### src/rtl/fetch_ctrl.sv
// Instruction-fetch sequencer: owns the PC, issues one fetch at a time, presents
// instructions to decode, and applies redirects. Optional macro: FETCH_MISALIGN_CHECK_EN.
module fetch_ctrl #(
  parameter logic [31:0] RESET_PC = 32'h0000_0000
) (
  input  logic        clk,
  input  logic        rst,
  input  logic        redirect_valid,
  input  logic [31:0] redirect_pc,
  output logic        imem_req_valid,
  output logic [31:0] imem_req_addr,
  input  logic        imem_req_ready,
  input  logic        imem_rsp_valid,
  input  logic [31:0] imem_rsp_data,
  output logic        if_valid,
  output logic [31:0] if_pc,
  output logic [31:0] if_instr,
  input  logic        if_ready,
  output logic [31:0] fetch_count,
  output logic        misaligned_err
);

  typedef enum logic [2:0] {BOOT, REQ, WAIT, HOLD, DROP, HALT} state_t;

  state_t      state, state_n;
  logic [31:0] pc, pc_n;
  logic [31:0] req_pc, req_pc_n;
  logic [31:0] if_pc_n, if_instr_n, fetch_count_n;
  logic        err_n;

  logic        redir;
  logic        bad_target;
  logic [31:0] target;

  // Redirects only act once the sequencer is live; BOOT and HALT ignore them.
  assign redir = redirect_valid && (state != BOOT) && (state != HALT);

`ifdef FETCH_MISALIGN_CHECK_EN
  assign bad_target = (redirect_pc[1:0] != 2'b00);
  assign target     = redirect_pc;
`else
  logic unused_target_lsbs;
  assign unused_target_lsbs = ^redirect_pc[1:0];
  assign bad_target = 1'b0;
  assign target     = {redirect_pc[31:2], 2'b00};
`endif

  // Both handshake outputs decode the state register only, so no input reaches them.
  assign imem_req_valid = (state == REQ);
  assign imem_req_addr  = pc;
  assign if_valid       = (state == HOLD);

  always_comb begin
    // NOTE: every next-value starts as "hold", so no path through the case leaves a latch.
    state_n       = state;
    pc_n          = pc;
    req_pc_n      = req_pc;
    if_pc_n       = if_pc;
    if_instr_n    = if_instr;
    fetch_count_n = fetch_count;
    err_n         = misaligned_err;

    case (state)
      BOOT: state_n = REQ;

      REQ: begin
        if (imem_req_ready) begin
          req_pc_n = pc;
          state_n  = WAIT;
        end
        if (redir) begin
          if (bad_target) begin
            err_n   = 1'b1;
            state_n = imem_req_ready ? DROP : HALT;
          end else begin
            pc_n    = target;
            state_n = imem_req_ready ? DROP : REQ;
          end
        end
      end

      WAIT: begin
        if (redir) begin
          // A response arriving alongside the redirect is simply not captured.
          if (bad_target) begin
            err_n   = 1'b1;
            state_n = imem_rsp_valid ? HALT : DROP;
          end else begin
            pc_n    = target;
            state_n = imem_rsp_valid ? REQ : DROP;
          end
        end else if (imem_rsp_valid) begin
          if_instr_n = imem_rsp_data;
          if_pc_n    = req_pc;
          pc_n       = req_pc + 32'd4;
          state_n    = HOLD;
        end
      end

      HOLD: begin
        if (redir) begin
          if (bad_target) begin
            err_n   = 1'b1;
            state_n = HALT;
          end else begin
            pc_n    = target;
            state_n = REQ;
          end
        end else if (if_ready) begin
          fetch_count_n = fetch_count + 32'd1;
          state_n       = REQ;
        end
      end

      DROP: begin
        if (redir) begin
          if (bad_target) err_n = 1'b1;
          else            pc_n  = target;
        end
        // Once the stale response drains, a recorded misalignment parks the fetcher.
        if (imem_rsp_valid) state_n = err_n ? HALT : REQ;
      end

      HALT: state_n = HALT;

      default: state_n = BOOT;
    endcase
  end

  always_ff @(posedge clk) begin
    // NOTE: sequential state uses non-blocking assignments; reset is sampled on the clock edge.
    if (rst) begin
      state          <= BOOT;
      pc             <= RESET_PC;
      req_pc         <= RESET_PC;
      if_pc          <= 32'd0;
      if_instr       <= 32'd0;
      fetch_count    <= 32'd0;
      misaligned_err <= 1'b0;
    end else begin
      state          <= state_n;
      pc             <= pc_n;
      req_pc         <= req_pc_n;
      if_pc          <= if_pc_n;
      if_instr       <= if_instr_n;
      fetch_count    <= fetch_count_n;
      misaligned_err <= err_n;
    end
  end

endmodule

### config.mk
export PLATFORM = sky130hd
export DESIGN_NAME = fetch_ctrl
export DESIGN_NICKNAME = d
export VERILOG_FILES = /design/src/rtl/fetch_ctrl.sv
export SDC_FILE = /design/constraint.sdc
export NUM_CORES = 1
export LEC_CHECK = 0
export BUFFER_PORTS_ARGS = -buffer_cell sky130_fd_sc_hd__buf_2
export CAP_MARGIN = 20
export CORE_MARGIN = 2
export CORE_UTILIZATION = 35
export CTS_CLUSTER_SIZE = 12
export DETAILED_ROUTE_END_ITERATION = 7
export GPL_ROUTABILITY_DRIVEN = 1
export SLEW_MARGIN = 40
export SYNTH_ARGS = -nofsm -noshare
export SYNTH_HDL_FRONTEND = slang
export SYNTH_SLANG_ARGS = --single-unit
### constraint.sdc
create_clock -name clk -period 5 [get_ports clk]
set_input_delay 0.25 -clock clk [delete_from_list [all_inputs] [get_ports clk]]
set_output_delay 0.25 -clock clk [all_outputs]
set_load 0.02 [all_outputs]
==> summary.md, run 1 <==
| Metric | Value |
|---|---|
| Outcome | finished clean |
| CP max FO | 16 |
| Hold Fails Final Rpt | 0 |
| Synthesized flop and latch total | 163 |
| CP Buf/Inv Count | 0 |
| CTS clock-pin slew for the worst setup and hold paths | 0.06 ns |
| Starting Density | a little over a third |
| # IOs | ~200 |
| IO Port Bufs | 197 |
| CTS Buf Count | 17 |
| Period minus WS final | between 2 and 3 ns |
| Total track usage | 18.9% |
| Largest net degree at the start of global routing | 73 |
| Avg WL per Cell | 15.3 µm |
| Final core utilization | 44.4% |
| Grt met2 use | between 20% and 30% |
| Yosys cell types | 58 |
| Least-Margin Pin Slew | 0.800 ns |
| Leakage | 3.30 nW |
| GR Util met3 | slightly above 4% |
| DR vias/cell | 5.03 |
| Fraction of final layout cells sized beyond drive strength 1 | approximately 23% |
| Num rows | a little over 50 |
| TritonRoute pass-1 iters | 5 |
| Sink Count | 163 |
| Final wirelength | ~20 mm |
| Final setup fails | 0 |
| Dpl hpwl | 13.6 mm |
| Layout Nets | 1130 |
| Final Skew | 0.00842 ns |
| Post_cts resized | 0 |
| Max VDD drop | 233 µV |
| Fmax | 364 MHz |
| Relative slew slack | 46.6% |
| Remaining Overflow, GRT | 0 |
| Crit path largest cell delay | approximately 0.8 ns |
| DR vias | 6725 |
| First-pass GRT wire length | 32.6 mm |
| Multi-input logic area | 3450 µm² |
| DR DRC count | 0 |
| Vias in the first global route | 6084 |
| Fin area | 8700 µm² |
| Synthesized area | ~7000 µm² |
| Primary FF master, synth | dfxtp_1 |
| Type of origin of the critical path | register |
| CP Cell Sequence | and3b_1 > nand4_1 > or4_1 > or3_1 > a21oi_1 |
| RSZ-0062 raised after global routing | false |
| Setup_tns | 0 ns |
| Top Usage Layer GRT | met2 |
| Placed insts | 1304 |
| Fin worst setup slack | 2.25 ns |
| Area Overhead vs Synth | 23.7% |
| Power Density | between 300 and 400 nW/µm² |
| Required time of the critical path | between 5 and 6 ns |
| Antenna Nets Post-Route | 0 |
| Fill count | 2046 |
| Finished Layout Cells | roughly 1300 |
| Endpoint class of the critical path | register |
| Min Hold Slack | 0.0592 ns |
| Mean area per synthesized cell | 7.73 µm² |
| Die height | 146 µm |
| M1 GR Usage | 26.5% |
| Initial antenna violation count | 0 |
| Pwr Total | 2.87 mW |
| Ys async rst share | 0% |
| Crit Path Category | reg2reg |
| DIE AREA | 21200 µm² |
| Max H-tree Level | 4 |
| CTS max path bufs | 2 |
| Worst-Skew Late Latency | about 0.42 ns |
| Drt initial violations | 459 |
| CP arrival | around 3.1 ns |
| Worst path top cell family by delay | simple AND/OR/NAND/NOR gates |
| Yosys Warn Count | 0 |
| Most frequent cells in the layout | nand2_1, buf_2, dfxtp_1 |
| Post-CTS setup buffers | 0 |
| Min-Delay Path Class | in2reg |
| Chip width | 146 µm |
| Sequential element share of the synthesized area | 46.4% |
| Gpl congestion | between 0.7 and 0.8 |
| Post-place instance area | 8130 µm² |
| Slowest-stage cell, CP | or4_1 |
| Post-Syn Instances | 910 |
| CTS tree | yes |
| Post-placement setup slack | 2.32 ns |
| Post-CTS Hold Buffers | 0 |
| Post-synth EDFFs | 0 |
| Tcrit/Tclk final | 55.0% |
| Flip-flop and latch area | approximately 3300 µm² |
| Ant. Diodes | 0 |
| Net count after synthesis | 982 |
| Max cap viols | 0 |
| CORE AREA | 19600 µm² |
| Final Max Slew Viols | 0 |
| CTS root buf | clkbuf_16 |
| Commonest non-fill, non-tap cell in the layout | nand2_1 |
[Yosys cell counts, types with 5 or more instances]
cell type / number / area (µm²)
nand2_1: 241 / 905
a31oi_1: 5 / 31.3
inv_1: 10 / 37.5
and3_1: 6 / 37.5
a21oi_1: 131 / 656
clkbuf_1: 64 / 240
dfxtp_1: 163 / 3260
nor4_1: 21 / 131
nand4_1: 15 / 93.8
nand3_1: 29 / 145
or3_1: 9 / 56.3
nor3_1: 14 / 70.1
nor2_1: 49 / 184
xnor2_1: 33 / 289
and4_1: 8 / 70.1
o21ai_0: 13 / 65.1
buf_1: 7 / 26.3
xor2_1: 10 / 87.6
[worst reg2reg max path, stage by stage (launching register included)]
cell and delay, ns:
dfxtp_1 0.61, and3b_1 0.30, nand4_1 0.43, or4_1 0.81, or3_1 0.39, a21oi_1 0.14
[kinds of logic after synthesis]
family	Yosys count	share of synthesized area, %
compound gates	190	15.5
xor+xnor	43	5.35
fa+ha+maj	2	0.356
buf+inv	87	4.77
flops	163	46.4
mux	3	0.427
other cells	1	0.0533
simple gates	421	27.2
[flip-flops by register name, summed over array words and instances, names as in the netlist]
name / flops
fetch_count: 32
if_instr: 32
if_pc: 32
imem_req_addr: 32
req_pc: 32
state: 3
[final timing paths]
check	from	to	slack (ns)	cells after the start
worst max-delay path	state[0]$_SDFFE_PP0P_	fetch_count[31]$_SDFFE_PP0P_	2.25	5
worst min-delay path	imem_rsp_data[26]	if_instr[26]$_SDFFE_PP0P_	0.06	3
worst max register to register	state[0]$_SDFFE_PP0P_	fetch_count[31]$_SDFFE_PP0P_	2.25	5
worst min register to register	if_instr[25]$_SDFFE_PP0P_	if_instr[25]$_SDFFE_PP0P_	0.45	2
[per-layer routing]
layer | part of all wire [%] | vias to the layer above
li1 | - | 3415
met1 | 48 | 3089
met2 | 45 | 205
met3 | 5.9 | 16
met4 | 1.0 | 0
met5 | 0 | -
[layout make-up]
class,count,area share (%)
Tap cell,265,3.81
Clock inverter,14,1.47
Sequential cell,163,37.5
Inverter,11,0.475
Clock buffer,18,5.05
Timing Repair Buffer,205,12.1
Multi-Input combinational cell,660,39.6
[power by group]
group / switching [mW] / internal (mW)
registers: 0.0304 / 1.32
clock network: 0.564 / 0.704
logic: 0.169 / 0.0798
No activity file was read; power rests on OpenSTA's default activity.
==> run 2: changes to the inputs <==
clock period = 2.8 ns   (was 5 ns; I/O delays follow)
==> run 2 against run 1 <==
  * Cell count increased by 3.9%
  * Clock-buffer cell count increased by 1
  * Largest power group unchanged
  * Clock power increased by 80%
  * Hold slack got worse by 0.031 ns
  * Sequential share of layout area decreased by 2.0 points
==> summary.md, run 2 (same netlist as run 1, synthesis figures left out) <==
| Metric | Value |
|---|---|
| Outcome | finished clean (unchanged) |
| # IOs | 201 (unchanged) |
| Slowest-stage cell, CP | or4_1 (unchanged) |
| Gpl congestion | 0.780 (was 0.777) |
| Final Skew | 0.0136 ns (was 0.00842 ns) |
| Leakage | 3.53 nW (was 3.30 nW) |
| Max H-tree Level | 4 (unchanged) |
| Relative slew slack | 53.5% (was 46.6%) |
| Avg WL per Cell | 15.4 µm (was 15.3 µm) |
| Remaining Overflow, GRT | 0 (unchanged) |
| Fraction of final layout cells sized beyond drive strength 1 | 23.3% (was 23.1%) |
| Hold Fails Final Rpt | 0 (unchanged) |
| Drt initial violations | 398 (was 459) |
| Least-Margin Pin Slew | 0.691 ns (was 0.800 ns) |
| IO Port Bufs | 197 (unchanged) |
| CTS clock-pin slew for the worst setup and hold paths | 0.07 ns (was 0.06 ns) |
| Setup_tns | 0 ns (unchanged) |
| Worst path top cell family by delay | simple AND/OR/NAND/NOR gates (unchanged) |
| DR vias | 6999 (was 6725) |
| CTS max path bufs | 2 (unchanged) |
| Die height | 146 µm (unchanged) |
| Period minus WS final | 2.32 ns (was 2.75 ns) |
| First-pass GRT wire length | 34.1 mm (was 32.6 mm) |
| Vias in the first global route | 6422 (was 6084) |
| Final core utilization | 46.9% (was 44.4%) |
| Worst-Skew Late Latency | 0.43 ns (was 0.42 ns) |
| CP max FO | 10 (was 16) |
| Initial antenna violation count | 1 (was 0) |
| Required time of the critical path | 3.15 ns (was 5.35 ns) |
| Num rows | 51 (unchanged) |
| CP Buf/Inv Count | 0 (unchanged) |
| Dpl hpwl | 14.1 mm (was 13.6 mm) |
| Total track usage | 19.7% (was 18.9%) |
| Type of origin of the critical path | register (unchanged) |
| Fin worst setup slack | 0.480 ns (was 2.25 ns) |
| CTS tree | yes (unchanged) |
| CP Cell Sequence | and3b_1 > nand4_1 > or4_1 > or3_1 > a21oi_1 (unchanged) |
| Fmax | 431 MHz (was 364 MHz) |
| Largest net degree at the start of global routing | 135 (was 73) |
| Most frequent cells in the layout | nand2_1, buf_2, dfxtp_1 (unchanged) |
| Final Max Slew Viols | 0 (unchanged) |
| DR vias/cell | 5.04 (was 5.03) |
| CP arrival | 2.67 ns (was 3.10 ns) |
| Tcrit/Tclk final | 82.9% (was 55.0%) |
| Min-Delay Path Class | in2reg (unchanged) |
| CTS root buf | clkbuf_16 (unchanged) |
| Max VDD drop | 429 µV (was 233 µV) |
| Final wirelength | 21.4 mm (was 20.4 mm) |
| Chip width | 146 µm (unchanged) |
| CORE AREA | 19600 µm² (unchanged) |
| Area Overhead vs Synth | 30.6% (was 23.7%) |
| Sink Count | 163 (unchanged) |
| Endpoint class of the critical path | register (unchanged) |
| DR DRC count | 0 (unchanged) |
| Post-placement setup slack | 0.506 ns (was 2.32 ns) |
| CTS Buf Count | 17 (unchanged) |
| Commonest non-fill, non-tap cell in the layout | nand2_1 (unchanged) |
| Power Density | 567 nW/µm² (was 330 nW/µm²) |
| Max cap viols | 0 (unchanged) |
| TritonRoute pass-1 iters | 5 (unchanged) |
| RSZ-0062 raised after global routing | false (unchanged) |
| Antenna Nets Post-Route | 0 (unchanged) |
| Starting Density | 35.9% (unchanged) |
| Layout Nets | 1181 (was 1130) |
| Crit Path Category | reg2reg (unchanged) |
| DIE AREA | 21200 µm² (unchanged) |
| Crit path largest cell delay | 0.72 ns (was 0.81 ns) |
| Post_cts resized | 0 (unchanged) |
| Final setup fails | 0 (unchanged) |
==> run 2: per-layer routing <==
layer	wire [µm]	part of all wire, %	vias up	global-route usage [%]
met5	0	0	-	0
met4	182	0.85	0	5.00
met3	1420	6.6	15	4.29
met2	9640	45	244	31.5
met1	10200	47	3236	26.9
li1	-	-	3504	-
==> run 2: path summary, 6_finish.rpt <==
path | to | from | slack [ns] | cells past startpoint
min reg2reg | if_instr[0]$_SDFFE_PP0P_ | if_instr[0]$_SDFFE_PP0P_ | 0.45 | 2
max | fetch_count[31]$_SDFFE_PP0P_ | state[0]$_SDFFE_PP0P_ | 0.48 | 5
min | imem_req_addr[2]$_SDFFE_PP0P_ | redirect_pc[2] | 0.03 | 3
max reg2reg | fetch_count[31]$_SDFFE_PP0P_ | state[0]$_SDFFE_PP0P_ | 0.48 | 5
==> run 2: timing repair <==
item                      in CTS  in global routing
hold endpoints to repair      36                  0
hold buffers                  36                  0
buffers inserted               0                  0
==> run 2: layout make-up <==
type / instances / area (µm²)
fill: 2002 / 10400
inverter: 11 / 41.3
tap: 265 / 332
clock inverter: 13 / 126
timing repair buffer: 256 / 1530
sequential: 163 / 3260
antenna: 1 / 2.50
clock buffer: 19 / 443
multi-input combinational: 660 / 3440
==> run 2: report_power, final <==
| group | switching (mW) | internal (mW) | leakage (nW) |
|---|---|---|---|
| Clock | 1.02 | 1.26 | 0.278 |
| Combinational | 0.322 | 0.192 | 1.94 |
| Sequential | 0.0488 | 2.36 | 1.32 |
==> run 2: stage by stage <==
| stage | power, mW | cells | cell area, µm² | hold slack (ns) |
|---|---|---|---|---|
| floorplan | 2.74 | 910 | 7030 | 0.276 |
| global placement | 2.93 | 1319 | 8250 | 0.386 |
| detailed placement | 2.93 | 1319 | 8250 | 0.388 |
| CTS | 5.26 | 1387 | 9180 | 0.00506 |
| global route | 5.42 | 1388 | 9190 | 0.0316 |
| finish | 5.20 | 1388 | 9190 | 0.0278 |
==> run 2: worst min-delay path, stage by stage <==
cell	delay, ns
buf_2	0.09
a211oi_1	0.06
nor3_1	0.12
==> run 3: changes to the inputs <==
clock period = 2.05 ns   (was 2.8 ns; I/O delays follow)
==> run 3 against run 2 <==
  * Hold slack worse by 0.0073 ns
  * Combinational power up 49%
  * Sequential share of layout area down 1.7 points
  * Global-route usage up 0.20 points
  * Setup slack worse by 0.37 ns
  * Power up 40%
  * Register-to-register slack worse by 0.37 ns
  * Final area up 5.8%
  * Largest cell class unchanged
  * Largest power group unchanged
  * Highest routed layer unchanged
==> summary.md, run 3 (same netlist as run 1, synthesis figures left out) <==
| Metric | Value |
|---|---|
| Finished Layout Cells | 1439 (was 1388) |
| Hold Path Stages | 3 (unchanged) |
| Starting Density | 35.9% (unchanged) |
| Initial antenna violation count | 0 (was 1) |
| R2R cell count | 5 (unchanged) |
| Fmax | 517 MHz (was 431 MHz) |
| Fin worst setup slack | 0.114 ns (was 0.480 ns) |
| CTS clock-pin slew for the worst setup and hold paths | 0.07 ns (about the same) |
| Power Density | 750 nW/µm² (was 567 nW/µm²) |
| Type of origin of the critical path | register (unchanged) |
| Largest net degree at the start of global routing | 130 (was 135) |
| CP Cell Sequence | and3b_1 > nand4_1 > or4_4 > or3_1 > a21oi_1 (was and3b_1 > nand4_1 > or4_1 > or3_1 > a21oi_1) |
| CORE AREA | 19600 µm² (unchanged) |
| Area Overhead vs Synth | 38.2% (was 30.6%) |
| Commonest non-fill, non-tap cell in the layout | nand2_1 (unchanged) |
| Period minus WS final | 1.94 ns (was 2.32 ns) |
| Min-delay src | redirect_pc[6] (was redirect_pc[2]) |
| CP arrival | 2.29 ns (was 2.67 ns) |
| Final Max Slew Viols | 0 (unchanged) |
| Leakage | 3.84 nW (was 3.53 nW) |
| Crit Path Category | reg2reg (unchanged) |
| Fill count | 1923 (was 2002) |
| Worst path top cell family by delay | simple AND/OR/NAND/NOR gates (unchanged) |
| RSZ-0062 raised after global routing | false (unchanged) |
| DR DRC count | 0 (unchanged) |
| Worst reg2reg endpoint | fetch_count[29]$_SDFFE_PP0P_ (was fetch_count[31]$_SDFFE_PP0P_) |
| Least-Margin Pin Slew | 0.612 ns (was 0.691 ns) |
| CP max FO | 10 (unchanged) |
| Fraction of final layout cells sized beyond drive strength 1 | 27.3% (was 23.3%) |
| DR vias | 7191 (was 6999) |
| Endpoint class of the critical path | register (unchanged) |
| Min Hold Slack | 0.0205 ns (was 0.0278 ns) |
| Final Skew | 0.00915 ns (was 0.0136 ns) |
| IO Port Bufs | 197 (unchanged) |
| Num rows | 51 (unchanged) |
| DR vias/cell | 5.00 (was 5.04) |
| Critical path depth in cells | 5 (unchanged) |
| DIE AREA | 21200 µm² (unchanged) |
| CP Buf/Inv Count | 0 (unchanged) |
| Post-placement setup slack | 0.0159 ns (was 0.506 ns) |
| R2R setup slack | 0.11 ns (was 0.48 ns) |
| Avg WL per Cell | 15.1 µm (was 15.4 µm) |
| TritonRoute pass-1 iters | 4 (was 5) |
| Crit path largest cell delay | 0.61 ns (was 0.72 ns) |
| Reg-to-reg startpoint | state[2]$_SDFFE_PP0P_ (was state[0]$_SDFFE_PP0P_) |
| Ant. Diodes | 0 (was 1) |
| Antenna Nets Post-Route | 0 (unchanged) |
| Drt initial violations | 564 (was 398) |
| Gpl congestion | 0.823 (was 0.780) |
| CTS Buf Count | 17 (unchanged) |
| Sink Count | 163 (unchanged) |
| Relative slew slack | 59.2% (was 53.5%) |
| Placed insts | 1360 (was 1319) |
| Chip width | 146 µm (unchanged) |
| Min-Delay Path Class | in2reg (unchanged) |
| Slowest-stage cell, CP | or4_4 (was or4_1) |
| # IOs | 201 (unchanged) |
| Worst-Skew Late Latency | 0.43 ns (about the same) |
| Hold Crit Endpoint | imem_req_addr[6]$_SDFFE_PP0P_ (was imem_req_addr[2]$_SDFFE_PP0P_) |
| Most frequent cells in the layout | nand2_1, buf_2, dfxtp_1 (unchanged) |
| Outcome | finished clean (unchanged) |
| Dpl hpwl | 14.8 mm (was 14.1 mm) |
| Total track usage | 19.9% (was 19.7%) |
| Remaining Overflow, GRT | 0 (unchanged) |
| Hold Fails Final Rpt | 0 (unchanged) |
| Max VDD drop | 541 µV (was 429 µV) |
| CTS max path bufs | 2 (unchanged) |
| First-pass GRT wire length | 34.4 mm (was 34.1 mm) |
| CTS tree | yes (unchanged) |
| Max H-tree Level | 4 (unchanged) |
| Final setup fails | 0 (unchanged) |
| Final core utilization | 49.6% (was 46.9%) |
| CTS root buf | clkbuf_16 (unchanged) |
| Setup_tns | 0 ns (unchanged) |
| Final wirelength | 21.7 mm (was 21.4 mm) |
| Required time of the critical path | 2.41 ns (was 3.15 ns) |
| Tcrit/Tclk final | 94.4% (was 82.9%) |
| Die height | 146 µm (unchanged) |
| Layout Nets | 1233 (was 1181) |
| Max cap viols | 0 (unchanged) |
| Post-CTS setup buffers | 0 (unchanged) |
| Vias in the first global route | 6639 (was 6422) |
## run 3: where the power goes
part	leakage, nW	total (mW)	internal, mW	switching, mW
Combinational	2.22	0.766	0.316	0.450
Sequential	1.32	3.28	3.22	0.0604
Clock	0.293	3.24	1.88	1.36
## run 3: repair_timing
action,CTS,global route
resized for setup,1,7
pin swaps,0,0
setup endpoints to repair,1,19
hold buffers,47,0
endpoints found under the hold margin,47,0
## run 3: cell type report
| type | instances | area [µm²] | share of cell area (%) |
|---|---|---|---|
| Clock inverter | 13 | 146 | 1.51 |
| Clock buffer | 19 | 453 | 4.66 |
| Sequential cell | 163 | 3290 | 33.9 |
| Multi-Input combinational cell | 660 | 3470 | 35.7 |
| Tap cell | 265 | 332 | 3.41 |
| Inverter | 11 | 41.3 | 0.425 |
| Timing Repair Buffer | 308 | 1990 | 20.5 |
## run 3: worst max-delay path by stage
| stage | from | end |
|---|---|---|
| 2_1_floorplan | fetch_count[13]$_SDFFE_PP0P_ | fetch_count[27]$_SDFFE_PP0P_ |
| 3_3_place_gp | fetch_count[3]$_SDFFE_PP0P_ | fetch_count[24]$_SDFFE_PP0P_ |
| 3_5_place_dp | fetch_count[3]$_SDFFE_PP0P_ | fetch_count[24]$_SDFFE_PP0P_ |
| 4_1_cts | state[2]$_SDFFE_PP0P_ | imem_req_addr[8]$_SDFFE_PP0P_ |
| 5_1_grt | fetch_count[11]$_SDFFE_PP0P_ | fetch_count[27]$_SDFFE_PP0P_ |
| 6_report | state[2]$_SDFFE_PP0P_ | fetch_count[29]$_SDFFE_PP0P_ |
## run 3: stage by stage
| stage | area, µm² | power (mW) |
|---|---|---|
| floorplan | 7080 | 3.73 |
| global placement | 8620 | 4.04 |
| detailed placement | 8620 | 4.05 |
| CTS | 9700 | 7.38 |
| global route | 9720 | 7.58 |
| finish | 9720 | 7.29 |
## run 3: layer usage
| metal | vias to the layer above | global-route usage (%) | wire length, µm |
|---|---|---|---|
| li1 | 3618 | - | - |
| met2 | 224 | 32.9 | 10200 |
| met3 | 16 | 3.70 | 1200 |
| met1 | 3333 | 26.3 | 10100 |
| met5 | - | 0 | 0 |
| met4 | 0 | 6.13 | 233 |
## run 3: worst register-to-register path, delay by kind of cell, from the launching register on
kind	cells	cell delay [ns]
and+or+nand+nor	4	1.40
DFF	1	0.35
AOI/OAI and AO/OA	1	0.12
